==> config.mk <==
export PLATFORM = sky130hd
export DESIGN_NAME = mc6809e_bus_arbiter
export DESIGN_NICKNAME = d
export VERILOG_FILES = /design/src/rtl/mc6809e_bus_arbiter.sv
export SDC_FILE = /design/constraint.sdc
export NUM_CORES = 1
export LEC_CHECK = 0
export CORE_MARGIN = 5
export CORE_UTILIZATION = 35
export CTS_CLUSTER_SIZE = 30
export DETAILED_ROUTE_END_ITERATION = 10
export SYNTH_ARGS = -nofsm -noshare
export SYNTH_HDL_FRONTEND = slang
export SYNTH_SLANG_ARGS = --single-unit
export TNS_END_PERCENT = 100
==> constraint.sdc <==
create_clock -name CLK_ROOT -period 2.1 [get_ports CLK_ROOT]
set_clock_uncertainty 0.1 [all_clocks]
set_input_delay 0.42 -clock CLK_ROOT [delete_from_list [all_inputs] [get_ports CLK_ROOT]]
set_output_delay 0.42 -clock CLK_ROOT [all_outputs]
set_load 0.05 [all_outputs]
==> src/rtl/mc6809e_bus_arbiter.sv <==
// -----------------------------------------------------------------------------
// mc6809e_bus_arbiter
//
// Clock-enable generator and DMA bus arbiter placed beside the MC6809E core.
// A free-running phase generator produces the E/Q falling-edge strobes. The
// arbiter shares the CPU bus between the core and two DMA requesters: it halts
// the CPU (nHALT low), waits for the halt acknowledge (BA=1, BS=1), grants one
// requester round-robin, and afterwards hands the bus back to the CPU for at
// least one E period.
//
// Parameters
//   QDIV       CLK_ROOT cycles per quarter E phase (>=1); E = 4*QDIV cycles.
//   MAX_GRANT  grant watchdog limit in E periods (ARB_WATCHDOG_EN only).
//
// Ports
//   CLK_ROOT     in   system clock, rising edge
//   RESET        in   asynchronous, active-high reset
//   CE_E_FALL    out  one-cycle strobe marking E falling
//   CE_Q_FALL    out  one-cycle strobe, QDIV cycles before CE_E_FALL
//   BA, BS       in   CPU bus available / bus status
//   nHALT        out  active-low halt request to the CPU
//   REQ[1:0]     in   DMA requests, level, active-high
//   GNT[1:0]     out  grants, one-hot or zero
//   TIMEOUT      out  one-cycle pulse when the watchdog revokes a grant
//   o_dbg_state  out  arbiter FSM state (debug)
//
// Build option
//   ARB_WATCHDOG_EN  when defined, a grant is revoked after MAX_GRANT E periods
//                    and TIMEOUT pulses; otherwise TIMEOUT is tied low.
//
// Handshake: REQ is a level; a requester keeps REQ high for as long as it
// wants the bus and owns the bus while its GNT bit is high. Dropping REQ ends
// the grant at the next E falling edge. All arbiter outputs are registered and
// only change on the CLK_ROOT edge that ends a CE_E_FALL cycle.
// -----------------------------------------------------------------------------
module mc6809e_bus_arbiter #(
  parameter int QDIV      = 4,
  parameter int MAX_GRANT = 64
) (
  input  logic       CLK_ROOT,
  input  logic       RESET,
  output logic       CE_E_FALL,
  output logic       CE_Q_FALL,
  input  logic       BA,
  input  logic       BS,
  output logic       nHALT,
  input  logic [1:0] REQ,
  output logic [1:0] GNT,
  output logic       TIMEOUT,
  output logic [1:0] o_dbg_state
);

  localparam int SUB_W = (QDIV > 1) ? $clog2(QDIV) : 1;

  typedef enum logic [1:0] {
    ST_IDLE     = 2'd0,
    ST_HALT_REQ = 2'd1,
    ST_GRANT    = 2'd2,
    ST_RELEASE  = 2'd3
  } state_t;

  // Parameter sanity: these blocks elaborate to nothing for legal values.
  if (QDIV < 1) begin : g_qdiv_illegal
  end
  if (MAX_GRANT < 1) begin : g_max_grant_illegal
  end

  // ---------------------------------------------------------------------------
  // Phase generator
  // ---------------------------------------------------------------------------
  logic [SUB_W-1:0] r_sub;
  logic [1:0]       r_quarter;
  logic             w_sub_last;

  assign w_sub_last = (r_sub == SUB_W'(QDIV - 1));

  always_ff @(posedge CLK_ROOT or posedge RESET) begin
    if (RESET) begin
      r_sub     <= '0;
      r_quarter <= 2'd0;
    end else if (w_sub_last) begin
      r_sub     <= '0;
      r_quarter <= r_quarter + 2'd1;
    end else begin
      r_sub     <= r_sub + SUB_W'(1);
    end
  end

  // Decodes of registered counters on different quarters: never coincident.
  assign CE_Q_FALL = w_sub_last && (r_quarter == 2'd2);
  assign CE_E_FALL = w_sub_last && (r_quarter == 2'd3);

  // ---------------------------------------------------------------------------
  // Arbiter FSM
  // ---------------------------------------------------------------------------
  state_t     r_state,  w_state_nxt;
  logic       r_nhalt,  w_nhalt_nxt;
  logic [1:0] r_gnt,    w_gnt_nxt;
  logic       r_last,   w_last_nxt;    // requester granted most recently
  logic       r_winner, w_winner_nxt;  // requester chosen in IDLE

`ifdef ARB_WATCHDOG_EN
  localparam int WD_W = $clog2(MAX_GRANT + 1);
  logic [WD_W-1:0] r_wd_cnt, w_wd_cnt_nxt;
  logic            r_timeout, w_timeout_nxt;
`endif

  always_ff @(posedge CLK_ROOT or posedge RESET) begin
    if (RESET) begin
      r_state   <= ST_IDLE;
      r_nhalt   <= 1'b1;
      r_gnt     <= 2'b00;
      r_last    <= 1'b1;   // REQ[0] wins the first contention after reset
      r_winner  <= 1'b0;
`ifdef ARB_WATCHDOG_EN
      r_wd_cnt  <= '0;
      r_timeout <= 1'b0;
`endif
    end else begin
      r_state   <= w_state_nxt;
      r_nhalt   <= w_nhalt_nxt;
      r_gnt     <= w_gnt_nxt;
      r_last    <= w_last_nxt;
      r_winner  <= w_winner_nxt;
`ifdef ARB_WATCHDOG_EN
      r_wd_cnt  <= w_wd_cnt_nxt;
      r_timeout <= w_timeout_nxt;
`endif
    end
  end

  always_comb begin
    w_state_nxt   = r_state;
    w_nhalt_nxt   = r_nhalt;
    w_gnt_nxt     = r_gnt;
    w_last_nxt    = r_last;
    w_winner_nxt  = r_winner;
`ifdef ARB_WATCHDOG_EN
    w_wd_cnt_nxt  = r_wd_cnt;
    w_timeout_nxt = 1'b0;  // pulse lasts only the cycle after the revoking edge
`endif

    if (CE_E_FALL) begin
      case (r_state)
        ST_IDLE: begin
          w_nhalt_nxt = 1'b1;
          w_gnt_nxt   = 2'b00;
          if (REQ != 2'b00) begin
            // Under contention the requester not served last wins.
            w_winner_nxt = (REQ == 2'b11) ? ~r_last : REQ[1];
            w_nhalt_nxt  = 1'b0;
            w_state_nxt  = ST_HALT_REQ;
          end
        end

        ST_HALT_REQ: begin
          if (BA && BS) begin
            if (REQ[r_winner]) begin
              w_gnt_nxt   = r_winner ? 2'b10 : 2'b01;
              w_last_nxt  = r_winner;
              w_state_nxt = ST_GRANT;
`ifdef ARB_WATCHDOG_EN
              w_wd_cnt_nxt = '0;
`endif
            end else begin
              // Request withdrawn while halting: give the bus straight back.
              w_nhalt_nxt = 1'b1;
              w_state_nxt = ST_RELEASE;
            end
          end
        end

        ST_GRANT: begin
          if (!REQ[r_winner]) begin
            w_gnt_nxt   = 2'b00;
            w_nhalt_nxt = 1'b1;
            w_state_nxt = ST_RELEASE;
          end
`ifdef ARB_WATCHDOG_EN
          else if (r_wd_cnt == WD_W'(MAX_GRANT - 1)) begin
            w_gnt_nxt     = 2'b00;
            w_nhalt_nxt   = 1'b1;
            w_timeout_nxt = 1'b1;
            w_state_nxt   = ST_RELEASE;
          end else begin
            w_wd_cnt_nxt  = r_wd_cnt + WD_W'(1);
          end
`endif
        end

        ST_RELEASE: begin
          w_nhalt_nxt = 1'b1;
          // Only return to IDLE once the CPU has actually taken the bus back.
          if (!BA) begin
            w_state_nxt = ST_IDLE;
          end
        end

        default: begin
          w_state_nxt = ST_IDLE;
          w_nhalt_nxt = 1'b1;
          w_gnt_nxt   = 2'b00;
        end
      endcase
    end
  end

  assign nHALT       = r_nhalt;
  assign GNT         = r_gnt;
  assign o_dbg_state = r_state;

`ifdef ARB_WATCHDOG_EN
  assign TIMEOUT = r_timeout;
`else
  assign TIMEOUT = 1'b0;
`endif

endmodule

==> summary.md, run 1 <==
| Metric | Value |
|---|---|
| Outcome | finished, final reports clean |
| Yosys warns | 0 |
| Gates resized, CTS repair | 0 |
| Via count | 491 |
| Die area | 2900 um^2 |
| Setup crit end kind | flip-flop |
| Post-route design area | 918 um^2 |
| Post-placement cell area | 891 um^2 |
| Hold Path Sink | r_sub[0] |
| Grt ovf | 0 |
| Worst Hold Launch | r_sub[0] |
| Fmax | 0.483 GHz |
| Core region area | 1780 um^2 |
| Combinational Power Share | 0.476 |
| # nets final | 101 |
| Synth top area cells | dfrtp_1, ha_1, dfstp_2 |
| Area share of the largest cell type after synthesis | 0.335 |
| Setup tns final | 0 ns |
| Antenna diodes | 0 |
| First drt pass iteration count | 4 |
| Clk slew on worst S/H paths | 0.07 ns |
| Worst R2R End | GNT[0] |
| Sinks on Clock Net | 11 |
| Synth unique cells | 27 |
| Pin count of the biggest net entering global routing | 12 |
| Total wire length | 1250 um |
| WL per Instance | 11.4 um |
| Clock network fraction of design power | 0.168 |
| Cells after Synth | 61 |
| Synth Cell Area | 672 um^2 |
| Syn Area/Cell | 11.0 um^2 |
| Seq/Total Area, Yosys | 0.413 |
| Final setup fails | 0 |
| CP Launch Type | input port |
| Worst EP required | 2.15 ns |
| Crit path arrival time | 2.12 ns |
| Sequential power share | 0.356 |
| Psw | 358 uW |
| Hold Buf Count CTS | 0 |
| Tot Pwr | 838 uW |
| Worst skew pair latency | 0.27 ns |
| Row cnt | 15 |
| DRT iter0 DRCs | 6 |
| Pwr per Cell Area | 913 nW/um^2 |
| Max-cap violations | 0 |
| Commonest non-fill, non-tap cell in the layout | buf_4 |
| CTS root buf | clkbuf_4 |
| Post-synth top area cell | dfrtp_1 |
| RR Startpoint | o_dbg_state[0] |
| Pleak | 0.459 nW |
| RSZ-0062 raised after global routing | no |
| Routed vias/inst | 4.50 |
| Kind of critical path | input port to flip-flop |
| CTS tree | built |
| Routed Antenna Nets | 0 |
| Yosys reg bits | 11 |
| Routability cong. | 0.814 |
| Period Utilization, post-route | 0.986 |
| Hold path cells | 1 |
| Syn-to-layout area delta | 36.7% |
| Synthesized Nets | 77 |
| Final hold vios | 0 |
| Die width | 53.8 um |
| First-pass GRT wire length | 2200 um |
| Int Power | 481 uW |
| GRT Total Usage | 0.111 |
| Initial antenna violation count | 0 |
| Reg2reg path depth | 5 |
| Highest fanout seen on the critical path | 2 |
| Hold slack final | 0.329 ns |
| I/O Pins | 14 |
| Switching Fraction | 0.427 |
| Die Y | 53.8 um |
| Starting Density | 0.377 |
| Final Slew Violations | 0 |
| Layout Utilization | 0.515 |
| Crit path time final | 2.07 ns |
| Hpwl dp | 1050 um |
| CTS Buf Count | 3 |
| R2R Setup Slk | 0.14 ns |
| Layout cell share with drive strength beyond 1 | 0.333 |
| Peak VDD IR | 478 uV |
| I/O Buffers | 12 |
| Min-delay worst type | flip-flop to flip-flop |
| Residual DRC | 0 |
| Setup Fix Bufs, Post-CTS | 0 |
| Vias in the first global route | 480 |
| Commonest non-fill, non-tap cells in the layout | buf_4, ha_1, dfrtp_1, clkdlybuf4s50_1, inv_1 |
| Clock buffer depth | 2 |
| H-tree depth | 1 |
==> power groups by stage <==
| stage | Sequential [mW] | Combinational (mW) | Clock, mW |
|---|---|---|---|
| after detailed placement | 0.304 | 0.403 | 0 |
| after floorplan | 0.421 | 0.153 | 0 |
| final | 0.298 | 0.399 | 0.141 |
| after CTS | 0.300 | 0.403 | 0.152 |
| after global routing | 0.310 | 0.434 | 0.169 |
| after global placement | 0.304 | 0.399 | 0 |
==> worst max-delay path by stage <==
stage,start,endpoint,cells past startpoint
3_3_place_gp,REQ[0],GNT[0],5
4_1_cts,REQ[0],GNT[0],5
2_1_floorplan,o_dbg_state[0],GNT[0],5
3_5_place_dp,REQ[0],GNT[0],5
5_1_grt,REQ[0],GNT[0],5
6_report,REQ[0],GNT[0],5
==> metrics by stage <==
stage / setup slack, ns / instances
after floorplan: 0.0228 / 61
after global placement: -0.231 / 105
after detailed placement: -0.244 / 105
after CTS: 0.0364 / 109
after global routing: 0.0152 / 109
final: 0.0292 / 109
==> layer usage <==
layer  vias to the layer above  track usage  routed length [um]
met2                         8        0.179                 631
met1                       226        0.123                 542
met5                         -            0                   0
met3                         2       0.0609                  57
met4                         0       0.0383                  12
li1                        255            -                   -
==> area by class of cell <==
type                    count  area (um^2)
fillers                   167          865
multi-input cells          41          357
flip-flops and latches     11          280
repair buffers             20          193
well taps                  25         31.3
inverters                   8         30.0
clock buffers               3         22.5
clock inverters             1         5.00
==> registers in the layout (all words and copies together), names as in the netlist <==
register     flops
GNT              2
nHALT            1
o_dbg_state      2
r_last           1
r_quarter        2
r_sub            2
r_winner         1
==> critical path, stage by stage <==
cell,delay [ns]
clkdlybuf4s50_1,0.42
mux2_4,0.28
a221o_1,0.32
or3b_4,0.39
mux2_4,0.30
==> cell usage after synthesis <==
library cell	number
a21oi_1	1
mux2_4	2
a221oi_1	1
a221o_2	1
nand2_1	3
nand3b_1	1
or3b_4	1
dfrtp_1	9
a31oi_1	2
conb_1	1
nand4_1	1
inv_1	8
mux2i_1	3
a221o_1	1
and2_1	1
or2_2	1
dfstp_2	2
o21a_1	1
nor3b_1	1
ha_1	10
mux2_1	1
a41oi_1	1
xor2_1	1
nor2_1	4
buf_4	1
nand2b_1	1
and3_1	1
==> logic make-up after synthesis <==
logic type | count (synthesis) | synth area share
AO/OA/AOI/OAI | 8 | 0.0950
XOR/XNOR | 1 | 0.0130
adder cells (fa/ha/maj) | 10 | 0.186
buffers and inverters | 9 | 0.0559
flip-flops | 11 | 0.413
multiplexers | 6 | 0.106
other | 1 | 0.00558
AND/OR/NAND/NOR | 15 | 0.125
(Power assumes the default switching activity.)
==> run 2: changes to the inputs <==
--- a/config.mk
+++ b/config.mk
@@ -5,10 +5,10 @@
 export SDC_FILE = /design/constraint.sdc
 export NUM_CORES = 1
 export LEC_CHECK = 0
-export CORE_MARGIN = 5
 export CORE_UTILIZATION = 35
 export CTS_CLUSTER_SIZE = 30
 export DETAILED_ROUTE_END_ITERATION = 10
+export SLEW_MARGIN = 20
 export SYNTH_ARGS = -nofsm -noshare
 export SYNTH_HDL_FRONTEND = slang
 export SYNTH_SLANG_ARGS = --single-unit
==> run 2 against run 1 <==
Setup slack got worse by 0.010 ns; combinational power barely moved; sequential cell count did not move; critical endpoint unchanged; largest cell class unchanged; largest power group unchanged; non-clock buffer count did not move; critical path depth did not move; highest routed layer unchanged; cell area rose by 0.41%; global-route usage rose by 3.9 points; sequential share of layout area fell by 0.12 points; clock-buffer cell count rose by 1; first-iteration DRC count rose by 50%; via count rose by 3.5%.
==> summary.md, run 2 (same netlist as run 1, synthesis figures left out) <==
| Metric | Value |
|---|---|
| Gates resized, CTS repair | 0 (unchanged) |
| Starting Density | 0.381 (+0.00401) |
| First-pass GRT wire length | 2150 um (-2.5%) |
| Highest fanout seen on the critical path | 2 (unchanged) |
| Post-place setup slack | -0.250 ns (-0.00603 ns) |
| WL per Instance | 11.3 um (-1.4%) |
| Origin of the worst setup path | REQ[0] |
| Total wire length | 1230 um (-1.4%) |
| Via count | 508 (+3.5%) |
| Fmax | 0.481 GHz (-0.49%) |
| Bufs and invs on worst path | 1 (unchanged) |
| Clk slew on worst S/H paths | 0.07 ns (about the same) |
| Tot Pwr | 842 uW (+0.41%) |
| Post-route design area | 922 um^2 (+0.41%) |
| Placed Instances | 105 (unchanged) |
| Row cnt | 15 (unchanged) |
| Pwr per Cell Area | 913 nW/um^2 (about the same) |
| CTS Buf Count | 3 (unchanged) |
| Max-cap violations | 0 (unchanged) |
| Syn-to-layout area delta | 37.2% |
| RSZ-0062 raised after global routing | no |
| GRT Total Usage | 0.150 (+0.0386) |
| CTS root buf | clkbuf_4 |
| Fillers | 175 (+4.8%) |
| Setup Fix Bufs, Post-CTS | 0 (unchanged) |
| Pin count of the biggest net entering global routing | 12 (unchanged) |
| Die width | 45.8 um (-15%) |
| R2R Setup Slk | 0.10 ns (-0.04 ns) |
| Final Slew Violations | 0 (unchanged) |
| RR Startpoint | r_winner |
| Core region area | 1760 um^2 (-1.1%) |
| Worst skew pair latency | 0.27 ns (about the same) |
| I/O Pins | 14 (unchanged) |
| Period Utilization, post-route | 0.991 (+0.00485) |
| Layout cell share with drive strength beyond 1 | 0.298 (-0.0357) |
| CP Launch Type | input port |
| Routed vias/inst | 4.66 (+3.5%) |
| First drt pass iteration count | 4 (unchanged) |
| CP most frequent cell | mux2_4 |
| Sequential cell area | 280 um^2 (unchanged) |
| Commonest non-fill, non-tap cells in the layout | ha_1, clkdlybuf4s50_1, buf_4 |
| Grt ovf | 0 (unchanged) |
| # nets final | 101 (unchanged) |
| H-tree depth | 1 (unchanged) |
| Vias in the first global route | 484 (+0.83%) |
| Slowest stage delay, CP | 0.42 ns (about the same) |
| Pleak | 0.455 nW (-0.88%) |
| Layout Utilization | 0.523 (+0.00761) |
| Die area | 2100 um^2 (-28%) |
| Initial antenna violation count | 0 (unchanged) |
| Sinks on Clock Net | 11 (unchanged) |
| Final setup fails | 0 (unchanged) |
| Outcome | finished, final reports clean |
| Setup crit end | GNT[0] |
| DRT iter0 DRCs | 9 (+3) |
| Footprint of the multi-input gates | 357 um^2 (unchanged) |
| Crit path time final | 2.08 ns (+0.0102 ns) |
| Commonest non-fill, non-tap cell in the layout | ha_1 |
| CTS tree | built |
| Worst path cell trace | clkdlybuf4s50_1 > mux2_4 > a221o_1 > or3b_4 > mux2_4 |
| Peak VDD IR | 510 uV (+6.7%) |
| Min-delay worst type | flip-flop to flip-flop |
| Setup tns final | 0 ns (unchanged) |
| Delay-heaviest family, CP | multiplexers |
| Relative slew slack | 0.666 |
| Worst EP required | 2.16 ns (about the same) |
| Clock buffer depth | 2 (unchanged) |
| Worst path slowest cell | clkdlybuf4s50_1 |
| Residual DRC | 0 (unchanged) |
| Post-placement cell area | 896 um^2 (+0.56%) |
| Worst R2R End | GNT[0] |
| Worst Setup Slack, final | 0.0191 ns (-0.0102 ns) |
| Hold Buf Count CTS | 0 (unchanged) |
| I/O Buffers | 12 (unchanged) |
| Antenna diodes | 0 (unchanged) |
| Crit path arrival time | 2.14 ns (+0.02 ns) |
| Hold slack final | 0.324 ns (-0.00528 ns) |
| Final non-filler cell total | 109 (unchanged) |
| Setup crit end kind | flip-flop |
| Die Y | 45.8 um (-15%) |
| Critical path depth | 5 (unchanged) |
| Routed Antenna Nets | 0 (unchanged) |
| Slew @ Worst Pin | 0.499 ns |
| Final hold vios | 0 (unchanged) |
| Kind of critical path | input port to flip-flop |
| Hpwl dp | 1010 um (-3.8%) |
| Reg2reg path depth | 4 (-1) |
| Routability cong. | 0.768 (-5.6%) |
==> run 2: report_power, final <==
group / switching, mW / internal (mW)
Clock: 0.0701 / 0.0735
Combinational: 0.242 / 0.154
Sequential: 0.0455 / 0.256
==> run 2: worst min path at each step <==
stage | start | end | slack, ns | depth (start not counted)
after global routing | r_sub[0] | r_sub[0] | 0.37 | 1
final | r_sub[0] | r_sub[0] | 0.32 | 1
after floorplan | RESET | GNT[0] | 0.17 | 1
after CTS | r_sub[0] | r_sub[0] | 0.33 | 1
after detailed placement | r_sub[0] | r_sub[0] | 0.32 | 1
after global placement | r_sub[0] | r_sub[0] | 0.31 | 1
==> run 2: layout make-up <==
type                    count  area share
flip-flops and latches     11       0.304
inverters                   8      0.0326
repair buffers             20       0.214
well taps                  25      0.0339
multi-input cells          41       0.387
clock buffers               4      0.0285
==> run 2: layer usage <==
metal / GRT usage / part of all wire
met1: 0.189 / 0.47
met2: 0.214 / 0.45
met3: 0.0675 / 0.060
met4: 0.0765 / 0.024
met5: 0 / 0
==> run 3: changes to the inputs <==
--- a/config.mk
+++ b/config.mk
@@ -5,9 +5,12 @@
 export SDC_FILE = /design/constraint.sdc
 export NUM_CORES = 1
 export LEC_CHECK = 0
-export CORE_UTILIZATION = 35
+export CELL_PAD_IN_SITES_DETAIL_PLACEMENT = 0
+export CELL_PAD_IN_SITES_GLOBAL_PLACEMENT = 2
+export CORE_UTILIZATION = 31
 export CTS_CLUSTER_SIZE = 30
 export DETAILED_ROUTE_END_ITERATION = 10
+export PLACE_DENSITY_LB_ADDON = 0.1
 export SLEW_MARGIN = 20
 export SYNTH_ARGS = -nofsm -noshare
 export SYNTH_HDL_FRONTEND = slang
==> run 3 against run 2 <==
Via count shrank 4.5%; highest routed layer is now met3; critical endpoint unchanged; sequential power barely moved; clock power barely moved; final cell count up 1.8%; total power rose by 0.58%; core utilization shrank 6.0 points.
==> summary.md, run 3 (same netlist as run 1, synthesis figures left out) <==
| Metric | Value |
|---|---|
| Outcome | finished, final reports clean |
| Reg2reg path depth | 5 (+1) |
| Hpwl dp | 1000 um (-0.54%) |
| Routability cong. | 0.784 (+2.0%) |
| Row cnt | 16 (+1) |
| CP Launch Type | input port |
| Worst skew pair latency | 0.27 ns (about the same) |
| CTS root buf | clkbuf_4 |
| First-pass GRT wire length | 2150 um (+0.33%) |
| Kind of critical path | input port to flip-flop |
| CTS tree | built |
| Peak VDD IR | 496 uV (-2.7%) |
| Post-place setup slack | -0.245 ns (+0.00506 ns) |
| Starting Density | 0.336 (-0.0452) |
| Hold slack final | 0.326 ns (+0.00162 ns) |
| Via count | 485 (-4.5%) |
| Final Slew Violations | 0 (unchanged) |
| Routed vias/inst | 4.37 (-6.2%) |
| Total wire length | 1250 um (+1.6%) |
| Die Y | 48.6 um (+6.0%) |
| Commonest non-fill, non-tap cells in the layout | buf_4, ha_1, dfrtp_1 |
| Crit path time final | 1.98 ns (-0.102 ns) |
| R2R Setup Slk | 0.14 ns (+0.04 ns) |
| Setup crit end | GNT[0] |
| Pin count of the biggest net entering global routing | 12 (unchanged) |
| Layout Utilization | 0.463 (-0.0602) |
| Placed Instances | 107 (+1.9%) |
| DRT iter0 DRCs | 4 (-5) |
| Tot Pwr | 847 uW (+0.58%) |
| Fmax | 0.505 GHz (+5.2%) |
| Min-delay worst type | input port to asynchronous set/reset pin |
| # nets final | 101 (unchanged) |
| GRT Total Usage | 0.122 (-0.0280) |
| RR Startpoint | o_dbg_state[1] |
| Setup Fix Bufs, Post-CTS | 0 (unchanged) |
| Highest fanout seen on the critical path | 2 (unchanged) |
| Worst R2R End | GNT[0] |
| Die width | 48.6 um (+6.0%) |
| Residual DRC | 0 (unchanged) |
| Fillers | 204 (+17%) |
| Syn-to-layout area delta | 37.8% |
| First drt pass iteration count | 4 (unchanged) |
| Clock buffer depth | 2 (unchanged) |
| Final setup fails | 0 (unchanged) |
| Initial antenna violation count | 0 (unchanged) |
| I/O Buffers | 12 (unchanged) |
| Commonest non-fill, non-tap cell in the layout | buf_4 |
| Vias in the first global route | 477 (-1.4%) |
| RSZ-0062 raised after global routing | no |
| Max-cap violations | 0 (unchanged) |
| Die area | 2360 um^2 (+12%) |
| H-tree depth | 1 (unchanged) |
| Period Utilization, post-route | 0.942 (-0.0486) |
| Setup crit end kind | flip-flop |
| Worst Setup Slack, final | 0.121 ns (+0.102 ns) |
| Layout cell share with drive strength beyond 1 | 0.333 (+0.0357) |
| WL per Instance | 11.2 um (-0.20%) |
| Clk slew on worst S/H paths | 0.07 ns (about the same) |
| Worst EP required | 2.16 ns (about the same) |
| Sinks on Clock Net | 11 (unchanged) |
| Core region area | 2000 um^2 (+13%) |
| Routed Antenna Nets | 0 (unchanged) |
| Setup tns final | 0 ns (unchanged) |
| Grt ovf | 0 (unchanged) |
| CTS Buf Count | 3 (unchanged) |
| Antenna diodes | 0 (unchanged) |
| Final non-filler cell total | 111 (+1.8%) |
| Post-route design area | 926 um^2 (+0.41%) |
| Pwr per Cell Area | 914 nW/um^2 (+0.17%) |
| Crit path arrival time | 2.04 ns (-0.10 ns) |
| Origin of the worst setup path | BA |
| Post-placement cell area | 893 um^2 (-0.28%) |
| I/O Pins | 14 (unchanged) |
| Pleak | 0.477 nW (+4.8%) |
| Final hold vios | 0 (unchanged) |
run 3: changes by cell type in the layout (fill, tap and decap cells not counted):
cell	change
clkdlybuf4s50_1	-4
buf_4	+2
dlymetal6s2s_1	+2
clkbuf_1	-1
clkinv_2	+1
run 3: timing repair:
item / 4_1_cts / 5_1_grt
hold endpoints to repair: 0 / 0
hold buffers: 0 / 0
setup endpoints to repair: 0 / 1
gates resized for setup: 0 / 2
run 3: worst min path at each step:
| stage | start | endpoint | depth (start not counted) |
|---|---|---|---|
| 2_1_floorplan | RESET | GNT[0] | 1 |
| 3_3_place_gp | r_sub[0] | r_sub[0] | 1 |
| 3_5_place_dp | r_sub[0] | r_sub[0] | 1 |
| 4_1_cts | r_sub[0] | r_sub[0] | 1 |
| 5_1_grt | r_sub[0] | r_sub[0] | 1 |
| 6_report | RESET | GNT[1] | 2 |
run 3: per-layer routing:
layer / global-route usage / vias to the layer above / part of all wire
li1: - / 254 / -
met4: 0.0147 / 0 / 0
met1: 0.159 / 215 / 0.48
met2: 0.185 / 16 / 0.45
met5: 0 / - / 0
met3: 0.0629 / 0 / 0.070
run 3: area by class of cell:
cell class,instances,area [um^2],area share
inverters,8,30.0,0.0324
repair buffers,20,198,0.214
clock buffers,3,22.5,0.0243
well taps,27,33.8,0.0365
clock inverters,1,5.00,0.00541
multi-input cells,41,357,0.385
flip-flops and latches,11,280,0.303
run 3: power by group:
part | switching (mW) | internal (mW) | leakage (nW)
combinational | 0.246 | 0.153 | 0.327
sequential | 0.0459 | 0.256 | 0.132
clock | 0.0745 | 0.0706 | 0.0177
run 3: worst max-delay path, stage by stage:
cell	delay, ns
clkdlybuf4s50_1	0.48
nand2_1	0.07
a221o_1	0.36
or3b_4	0.41
mux2_4	0.30
